===== config.mk =====
export PLATFORM = sky130hd
export DESIGN_NAME = cnnip_seq_ctrlr
export DESIGN_NICKNAME = d
export VERILOG_FILES = /design/src/rtl/cnnip_seq_ctrlr.sv
export SDC_FILE = /design/constraint.sdc
export NUM_CORES = 1
export LEC_CHECK = 0
export CAP_MARGIN = 15
export CORE_MARGIN = 2
export CORE_UTILIZATION = 62
export DETAILED_ROUTE_END_ITERATION = 6
export HOLD_SLACK_MARGIN = 0.1
export PLACE_DENSITY = 0.9
export RECOVER_POWER = 50
export SLEW_MARGIN = 5
export SYNTH_ARGS = -nofsm -noshare
export SYNTH_HDL_FRONTEND = slang
export SYNTH_SLANG_ARGS = --single-unit

===== constraint.sdc =====
create_clock -name clk_a -period 42.2 [get_ports clk_a]
set_clock_uncertainty 0.2 [all_clocks]
set_input_delay 6.33 -clock clk_a [delete_from_list [all_inputs] [get_ports clk_a]]
set_output_delay 6.33 -clock clk_a [all_outputs]
set_load 0.005 [all_outputs]

===== src/rtl/cnnip_seq_ctrlr.sv =====
// CNN IP sequencer: streams the input map and kernels into local memories, then
// walks the PE over every output pixel of every kernel and stores each result.
//
// state  | meaning
// IDLE   | waiting for cmd_start; config latched and checked on start
// LOAD_X | accepting IMG_DIM^2 input-map beats into xmem
// LOAD_W | accepting NK*K*K weight beats into wmem
// CONV   | pe_start pulse, then wait for pe_done and store to fmem
// DONE   | single-cycle cmd_done / cmd_err report
module cnnip_seq_ctrlr #(
  parameter int DATA_W  = 8,
  parameter int ACC_W   = 20,
  parameter int IMG_DIM = 16,
  parameter int MAX_K   = 5,
  parameter int MAX_NK  = 8,
  parameter int XA_W    = $clog2(IMG_DIM*IMG_DIM),
  parameter int WA_W    = $clog2(MAX_NK*MAX_K*MAX_K),
  parameter int FA_W    = $clog2(MAX_NK*IMG_DIM*IMG_DIM)
) (
  input  logic              clk_a,
  input  logic              arstz_aq,
  input  logic              cmd_start,
  input  logic              cmd_abort,
  input  logic [7:0]        mode_kernel_size,
  input  logic [7:0]        mode_kernel_nums,
  input  logic [1:0]        mode_stride,
  input  logic              mode_padding,
  input  logic              x_valid,
  input  logic [DATA_W-1:0] x_data,
  output logic              x_ready,
  input  logic              w_valid,
  input  logic [DATA_W-1:0] w_data,
  output logic              w_ready,
  output logic              xmem_we,
  output logic [XA_W-1:0]   xmem_addr,
  output logic [DATA_W-1:0] xmem_wdata,
  output logic              wmem_we,
  output logic [WA_W-1:0]   wmem_addr,
  output logic [DATA_W-1:0] wmem_wdata,
  output logic              pe_start,
  output logic [7:0]        pe_kidx,
  output logic [7:0]        pe_oy,
  output logic [7:0]        pe_ox,
  input  logic              pe_done,
  input  logic [ACC_W-1:0]  pe_result,
  output logic              fmem_we,
  output logic [FA_W-1:0]   fmem_addr,
  output logic [ACC_W-1:0]  fmem_wdata,
  output logic              busy,
  output logic              cmd_done,
  output logic              cmd_err
);

  localparam logic [2:0] S_IDLE   = 3'd0;
  localparam logic [2:0] S_LOAD_X = 3'd1;
  localparam logic [2:0] S_LOAD_W = 3'd2;
  localparam logic [2:0] S_CONV   = 3'd3;
  localparam logic [2:0] S_DONE   = 3'd4;

  localparam int CW = (XA_W > WA_W) ? XA_W : WA_W;
  localparam logic [CW-1:0] X_LAST = CW'(IMG_DIM*IMG_DIM-1);

  logic [2:0]      state;
  logic [7:0]      k_q, nk_q;
  logic [1:0]      s_q;
  logic            pad_q, err_q;
  logic [CW-1:0]   cnt;
  logic            conv_wait;
  logic [FA_W-1:0] f_cnt;
  logic [7:0]      kidx, oy, ox;

  logic [9:0]  pad_in, pad_amt, o_last;
  logic [1:0]  s_div;
  logic [15:0] w_last;
  logic        cfg_bad;

  assign pad_in  = mode_padding ? 10'((mode_kernel_size - 8'd1) >> 1) : 10'd0;
  assign cfg_bad = (mode_kernel_size == 8'd0) || (mode_kernel_size > 8'(MAX_K)) ||
                   (mode_kernel_nums == 8'd0) || (mode_kernel_nums > 8'(MAX_NK)) ||
                   (mode_stride == 2'd0) ||
                   (10'(mode_kernel_size) > 10'(IMG_DIM) + (pad_in << 1));

  // Output extent is derived from the shadow copy so mode inputs may change mid-run.
  assign pad_amt = pad_q ? 10'((k_q - 8'd1) >> 1) : 10'd0;
  assign s_div   = (s_q == 2'd0) ? 2'd1 : s_q;
  assign o_last  = (10'(IMG_DIM) + (pad_amt << 1) - 10'(k_q)) / 10'(s_div);
  assign w_last  = 16'(nk_q) * 16'(k_q) * 16'(k_q) - 16'd1;

  assign x_ready    = (state == S_LOAD_X);
  assign w_ready    = (state == S_LOAD_W);
  assign xmem_we    = x_valid && x_ready && !cmd_abort;
  assign xmem_addr  = cnt[XA_W-1:0];
  assign xmem_wdata = xmem_we ? x_data : '0;
  assign wmem_we    = w_valid && w_ready && !cmd_abort;
  assign wmem_addr  = cnt[WA_W-1:0];
  assign wmem_wdata = wmem_we ? w_data : '0;

  assign pe_start   = (state == S_CONV) && !conv_wait;
  assign pe_kidx    = kidx;
  assign pe_oy      = oy;
  assign pe_ox      = ox;
  assign fmem_we    = (state == S_CONV) && conv_wait && pe_done && !cmd_abort;
  assign fmem_addr  = f_cnt;
  assign fmem_wdata = fmem_we ? pe_result : '0;

  assign busy     = (state != S_IDLE);
  assign cmd_done = (state == S_DONE) && !cmd_abort;
  assign cmd_err  = cmd_done && err_q;

  always_ff @(posedge clk_a or negedge arstz_aq) begin
    if (!arstz_aq) begin
      state     <= S_IDLE;
      k_q       <= '0;
      nk_q      <= '0;
      s_q       <= '0;
      pad_q     <= 1'b0;
      err_q     <= 1'b0;
      cnt       <= '0;
      conv_wait <= 1'b0;
      f_cnt     <= '0;
      kidx      <= '0;
      oy        <= '0;
      ox        <= '0;
    end else if (cmd_abort && (state != S_IDLE)) begin
      state     <= S_IDLE;
      err_q     <= 1'b0;
      cnt       <= '0;
      conv_wait <= 1'b0;
      f_cnt     <= '0;
      kidx      <= '0;
      oy        <= '0;
      ox        <= '0;
    end else begin
      case (state)
        S_IDLE: begin
          if (cmd_start) begin
            k_q   <= mode_kernel_size;
            nk_q  <= mode_kernel_nums;
            s_q   <= mode_stride;
            pad_q <= mode_padding;
            err_q <= cfg_bad;
            cnt   <= '0;
            state <= cfg_bad ? S_DONE : S_LOAD_X;
          end
        end
        S_LOAD_X: begin
          if (x_valid) begin
            if (cnt == X_LAST) begin
              cnt   <= '0;
              state <= S_LOAD_W;
            end else begin
              cnt <= cnt + 1'b1;
            end
          end
        end
        S_LOAD_W: begin
          if (w_valid) begin
            if (16'(cnt) == w_last) begin
              cnt       <= '0;
              conv_wait <= 1'b0;
              f_cnt     <= '0;
              kidx      <= '0;
              oy        <= '0;
              ox        <= '0;
              state     <= S_CONV;
            end else begin
              cnt <= cnt + 1'b1;
            end
          end
        end
        S_CONV: begin
          if (!conv_wait) begin
            conv_wait <= 1'b1;
          end else if (pe_done) begin
            // fmem address advances in the same raster order as the coordinates.
            conv_wait <= 1'b0;
            f_cnt     <= f_cnt + 1'b1;
            if (10'(ox) == o_last) begin
              ox <= '0;
              if (10'(oy) == o_last) begin
                oy <= '0;
                if (kidx == nk_q - 8'd1) begin
                  kidx  <= '0;
                  f_cnt <= '0;
                  state <= S_DONE;
                end else begin
                  kidx <= kidx + 8'd1;
                end
              end else begin
                oy <= oy + 8'd1;
              end
            end else begin
              ox <= ox + 8'd1;
            end
          end
        end
        S_DONE: begin
          state <= S_IDLE;
          err_q <= 1'b0;
        end
        default: state <= S_IDLE;
      endcase
    end
  end

endmodule


# [Word-level counts from Yosys, hierarchy flattened]
# Cells that the tools add are included.
[totals] word_cells=149 reg_bits=67 out_inout_bits=96 inputBits=62
[classes] muxes=64 multipliers=2 n_bitwise=1 add_sub_neg=12 div_mod_pow=1 reduce_logical=35 eq_ne=19 n_lt_le_gt_ge=3
[op_table] op="$mux W8" n=25
[op_table] op="$mux W11" n=8
[op_table] op="$pmux W8 S2" n=3
[op_table] op="$mux W3" n=12
[op_table] op="$add A8 B1 Y8 const B" n=4
[op_table] op="$pmux W8 S3" n=1
[op_table] op="$pmux W11 S2" n=1
[op_table] op="$add A5 B10 Y10 const A" n=2
[op_table] op="$eq A8 B10 Y1" n=2
[op_table] op="$mux W20" n=1
[op_table] op="$mux W9" n=2
[op_table] op="$sub A8 B1 Y9 const B" n=2
[op_table] op="$eq A8 B16 Y1" n=1
[op_table] op="$logic_not A8 Y1" n=2
[op_table] op="$mul A16 B8 Y16" n=1
[op_table] op="$mul A8 B8 Y16" n=1
[op_table] op="$sub A16 B1 Y16 const B" n=1
[op_table] op="$ne A3 B1 Y1 const B" n=5
[op_table] op="$ne A3 B2 Y1 const B" n=4
[op_table] op="$pmux W3 S4" n=1
[op_table] op="$add A11 B1 Y11 const B" n=1
[op_table] op="$logic_and A1 B1 Y1" n=11
[op_table] op="$div A10 B2 Y10" n=1
[op_table] op="$gt A8 B10 Y1" n=1
[op_table] op="27 further kinds" n=44

# [Depth between registers and ports, before layout]
[depth] depth_word=12 depth_mapped=78 mapped_depth_nobuf=74

# [Worst setup path after synthesis]
# Ideal clock, no wire load.
[synth_path] path_kind="reg2reg" startpoint="register k_q[0]" endpoint="register f_cnt[9], in the netlist fmem_addr[9]" setup_ns=0.124 stages_incl_launch_ff=77 required_time_ns=41.876 path_buffers=4 path_slack_ns=26.558 arrival_ns=15.318 synth_period_minus_slack_ns=15.642 path_cell_list="dfrtp_1 -> clkinv_1 -> ha_1 -> nor3b_1 -> nand2_1 -> or3_1 -> ha_1 -> o21ai_1 -> a21oi_1 -> a21boi_0 -> inv_1 -> ha_1 -> nor2b_1 -> a21oi_1 -> ha_1 -> o21a_1 -> o22ai_1 -> ha_1 -> [41 not listed] -> nor2_1 -> a21oi_1 -> ha_1 -> o21a_1 -> nor2_1 -> nand3_1 -> nor4_4 -> o21ai_0 -> ha_1 -> a21oi_1 -> and3_1 -> o211a_1 -> nand4_1 -> mux2_2 -> o21ai_2 -> buf_2 -> nor2_1 -> a211o_1"
[synth_between] elab_chain_cells=12 word_cells_on_any_way=19 cone_classes="4 x add/sub; 2 x mul; 1 x div; 4 x eq/ne; 7 x mux; 1 x reduce/logical"
[synth_lines] element="start, declared" line="64" source="logic [7:0] k_q, nk_q;"
[synth_lines] element="start signal, assigned" line="137" source="k_q <= mode_kernel_size;"
[synth_lines] element="$sub A8 B1 Y9" line="84" source="assign pad_amt = pad_q ? 10'((k_q - 8'd1) >> 1) : 10'd0;"
[synth_lines] element="$mux W9" line="84"
[synth_lines] element="$add A5 B10 Y10" line="86" source="assign o_last = (10'(IMG_DIM) + (pad_amt << 1) - 10'(k_q)) / 10'(s_div);"
[synth_lines] element="$sub A10 B8 Y10" line="86"
[synth_lines] element="$div A10 B2 Y10" line="86"
[synth_lines] element="$eq A8 B10 Y1" line="180" source="if (10'(oy) == o_last) begin"
[synth_lines] element="$mux W11" line="180"
[synth_lines] element="$mux W11" line="178" source="if (10'(ox) == o_last) begin"
[synth_lines] element="$mux W11" line="174" source="end else if (pe_done) begin"
[synth_lines] element="$mux W11" line="172" source="if (!conv_wait) begin"
[synth_lines] element="$pmux W11 S2" line="134" source="case (state)"
[synth_lines] element="$mux W11" line="124" source="end else if (cmd_abort && (state != S_IDLE)) begin"
[synth_lines] element="end signal, assigned" line="177" source="f_cnt <= f_cnt + 1'b1;"
[synth_lines] element="end, declared" line="69" source="logic [FA_W-1:0] f_cnt;"
# Parallel ways exist; a longest one is shown, timed or not. The select of a mux whose other input is x is not followed.
# A chain may end at the register's enable or synchronous reset.

# [Final worst setup path]
[layout_path] startpoint="register k_q[0]" endpoint="register f_cnt[2], in the netlist fmem_addr[2]"
# The elaborated chain is that of the path after synthesis.

==> flow_summary.json <==
{
  "status": "finished with violations",
  "violations": "capacitance limit, slew limit",
  "synthTopCellsByCount": "inv_1, and2_1, nand2_1, ha_1, fa_1",
  "num_rows": 50,
  "cp_max_fo": 24,
  "setup_viol": 0,
  "slew_headroom_pct": -155,
  "synthArstFlopShare_pct": 100,
  "synth_area_leader_cell": "fa_1",
  "tightestPinTransition_ps": 3820,
  "arrival_ps": 18860,
  "cts_tree": "done",
  "clockBufferDepth": 2,
  "min_period_ps": 18820,
  "grt-ovfl-total": 0,
  "crit_path_end_kind": "flop",
  "die_y_microns": 142,
  "ys_warn_count": 0,
  "finalMaxSlewViolations": 68,
  "hp-class": "flop to flop",
  "hold_viol_final": 0,
  "critPathKind": "flop to flop",
  "io_pins": 158,
  "grt_pass1_wl_mm": 52.8,
  "start_kind": "flop",
  "core_sq_um": 18700,
  "initial_core_util_pct": 63.3,
  "max_cap_violations": 1,
  "drive_gt1_share_pct": 4.90,
  "syn_area_sq_um": 11800,
  "routabilityCongestion": 0.913,
  "postCtsSetupRepairBufs": 0,
  "crit_path_max_incr_delay_ps": 770,
  "crit_top_cell": "ha_1",
  "antenna_found_initial": 1,
  "synthTopCellsByArea": "fa_1, dfrtp_1, ha_1",
  "vias": 10900,
  "fmax_ghz": 0.0531,
  "rsz0062_at_grt": "no",
  "clk_pin_slew_ps": 60,
  "insertion_delay_ps": 350,
  "hpwl_mm": 24.7,
  "yosys.area.top_type_share_pct": 17.3,
  "grt_pass1_vias": 11000,
  "cts_resized": 0,
  "grt.total_usage_pct": 32.6,
  "vias_per_cell": 6.18,
  "fin_crit_sh_pct": 44.6,
  "grt_max_degree": 68,
  "die-area_sq_um": 20200,
  "crit_required_ps": 42240,
  "root_buffer": "clkbuf_16",
  "slowest_stage": "dfrtp_1",
  "ys_ff_latch": 67,
  "hold_buffers": 0,
  "ys_types": 95,
  "htreeDepth": 3,
  "dr.first_iter.drc_count": 1078,
  "synth_edf_count": 0,
  "wl_per_cell_microns": 18.1,
  "synth_cells": 1406,
  "syn_to_final_growth_pct": 16.7,
  "yosysMostFrequentCell": "inv_1",
  "die_x_microns": 142,
  "synth_fp_nets": 1678,
  "synth_area_per_cell_sq_um": 8.42,
  "io_buffer_count": 157,
  "cts_buffers": 9,
  "dr.pass1.iters": 5,
  "yosysSeqAreaShare_pct": 14.2,
  "nets": 1797,
  "drt-total-wl_mm": 32.0,
  "drc": 0,
  "clock_sinks": 67,
  "ant_nets": 0,
  "fin_tns_setup_ps": 0,
  "synthFlopType": "dfrtp_1"
}
[path summary, 6_finish.rpt]
path                            slack (ps)            to      start  depth (start not counted)
worst max-delay path                 23380  fmem_addr[2]     k_q[0]                         70
max in group asynchronous            32440        k_q[1]   arstz_aq                          2
worst min register to register         330     conv_wait  conv_wait                          1
min in group asynchronous             7180      pe_ox[5]   arstz_aq                          2
worst min-delay path                   330     conv_wait  conv_wait                          1
worst max register to register       23380  fmem_addr[2]     k_q[0]                         70
[cells in the final DEF (no fill, tap or decap), drive strengths merged, types with 8 or more instances in the layout]
cell,synthesis,layout
inv,165,165
and2,139,139
clkdlybuf4s50,0,117
nand2,115,115
ha,108,108
fa,102,102
nor2,86,86
dfrtp,67,67
o21ai,61,61
xnor2,58,58
a21oi,41,41
dlygate4sd3,0,39
xor2,31,31
a21o,28,28
nor3,28,28
nand3,26,26
and3,21,21
o31ai,21,21
mux2,20,20
o21a,18,18
mux2i,17,17
nor3b,14,14
nor4,14,14
or2,13,13
clkbuf,42,12
nor2b,10,10
nand2b,10,10
a22o,10,10
nand4,9,9
or3,8,8
[registers in the layout (all words and copies together), names as in the netlist, 2 cells and up]
signal and cells:
state 3, pe_kidx 8, k_q 8, nk_q 8, pe_oy 8, wmem_addr 8, fmem_addr 11, pe_ox 8
s_q 2
[metrics by stage]
| stage | instance area (sq um) | hold slack, ps | worst slack (ps) | util, % | instances |
|---|---|---|---|---|---|
| final | 13800 | 329 | 23380 | 73.8 | 1765 |
| after detailed placement | 13500 | 287 | 23910 | 72.1 | 1747 |
| after floorplan | 11800 | 258 | 26560 | - | 1406 |
| after global routing | 13800 | 333 | 21710 | 73.8 | 1765 |
| after CTS | 13800 | 325 | 23750 | 73.8 | 1763 |
| after global placement | 13500 | 278 | 24780 | 72.1 | 1747 |
[routing by layer]
layer  wire length (microns)  GRT usage [%]
met4                     765           10.3
met1                   13100           42.4
met3                    2710           5.96
met2                   15500           55.3
met5                       0              0
[critical path: cells and delay by family (launching register included)]
family | cells | cell delay (ps)
DFF | 1 | 770
muxes | 4 | 1300
and+or+nand+nor | 23 | 5830
adders and majority gates | 12 | 3960
buffers and inverters | 3 | 670
AOI/OAI and AO/OA | 28 | 6040
[cell families (layout without fill, tap and decap cells)]
group | after synthesis | after routing | synth area share, %
buf+inv | 222 | 346 | 7.44
flops | 67 | 67 | 14.2
compound gates | 267 | 267 | 16.3
xor+xnor | 90 | 90 | 6.78
mux | 37 | 37 | 3.40
fa+ha+maj | 211 | 211 | 28.8
other cells | 0 | 1 | 0
simple gates | 512 | 512 | 23.1
[final cells by class]
class	instances	area, sq um
Fill cell	1332	4900
Multi-Input combinational cell	1117	9280
Clock inverter	6	88.8
Clock buffer	10	239
Antenna cell	1	2.50
Tap cell	234	293
Timing Repair Buffer	163	1600
Sequential cell	67	1680
Inverter	167	627
Power is not shown: default switching activity piles up to over one toggle a cycle in this logic, so the estimate is an artifact.
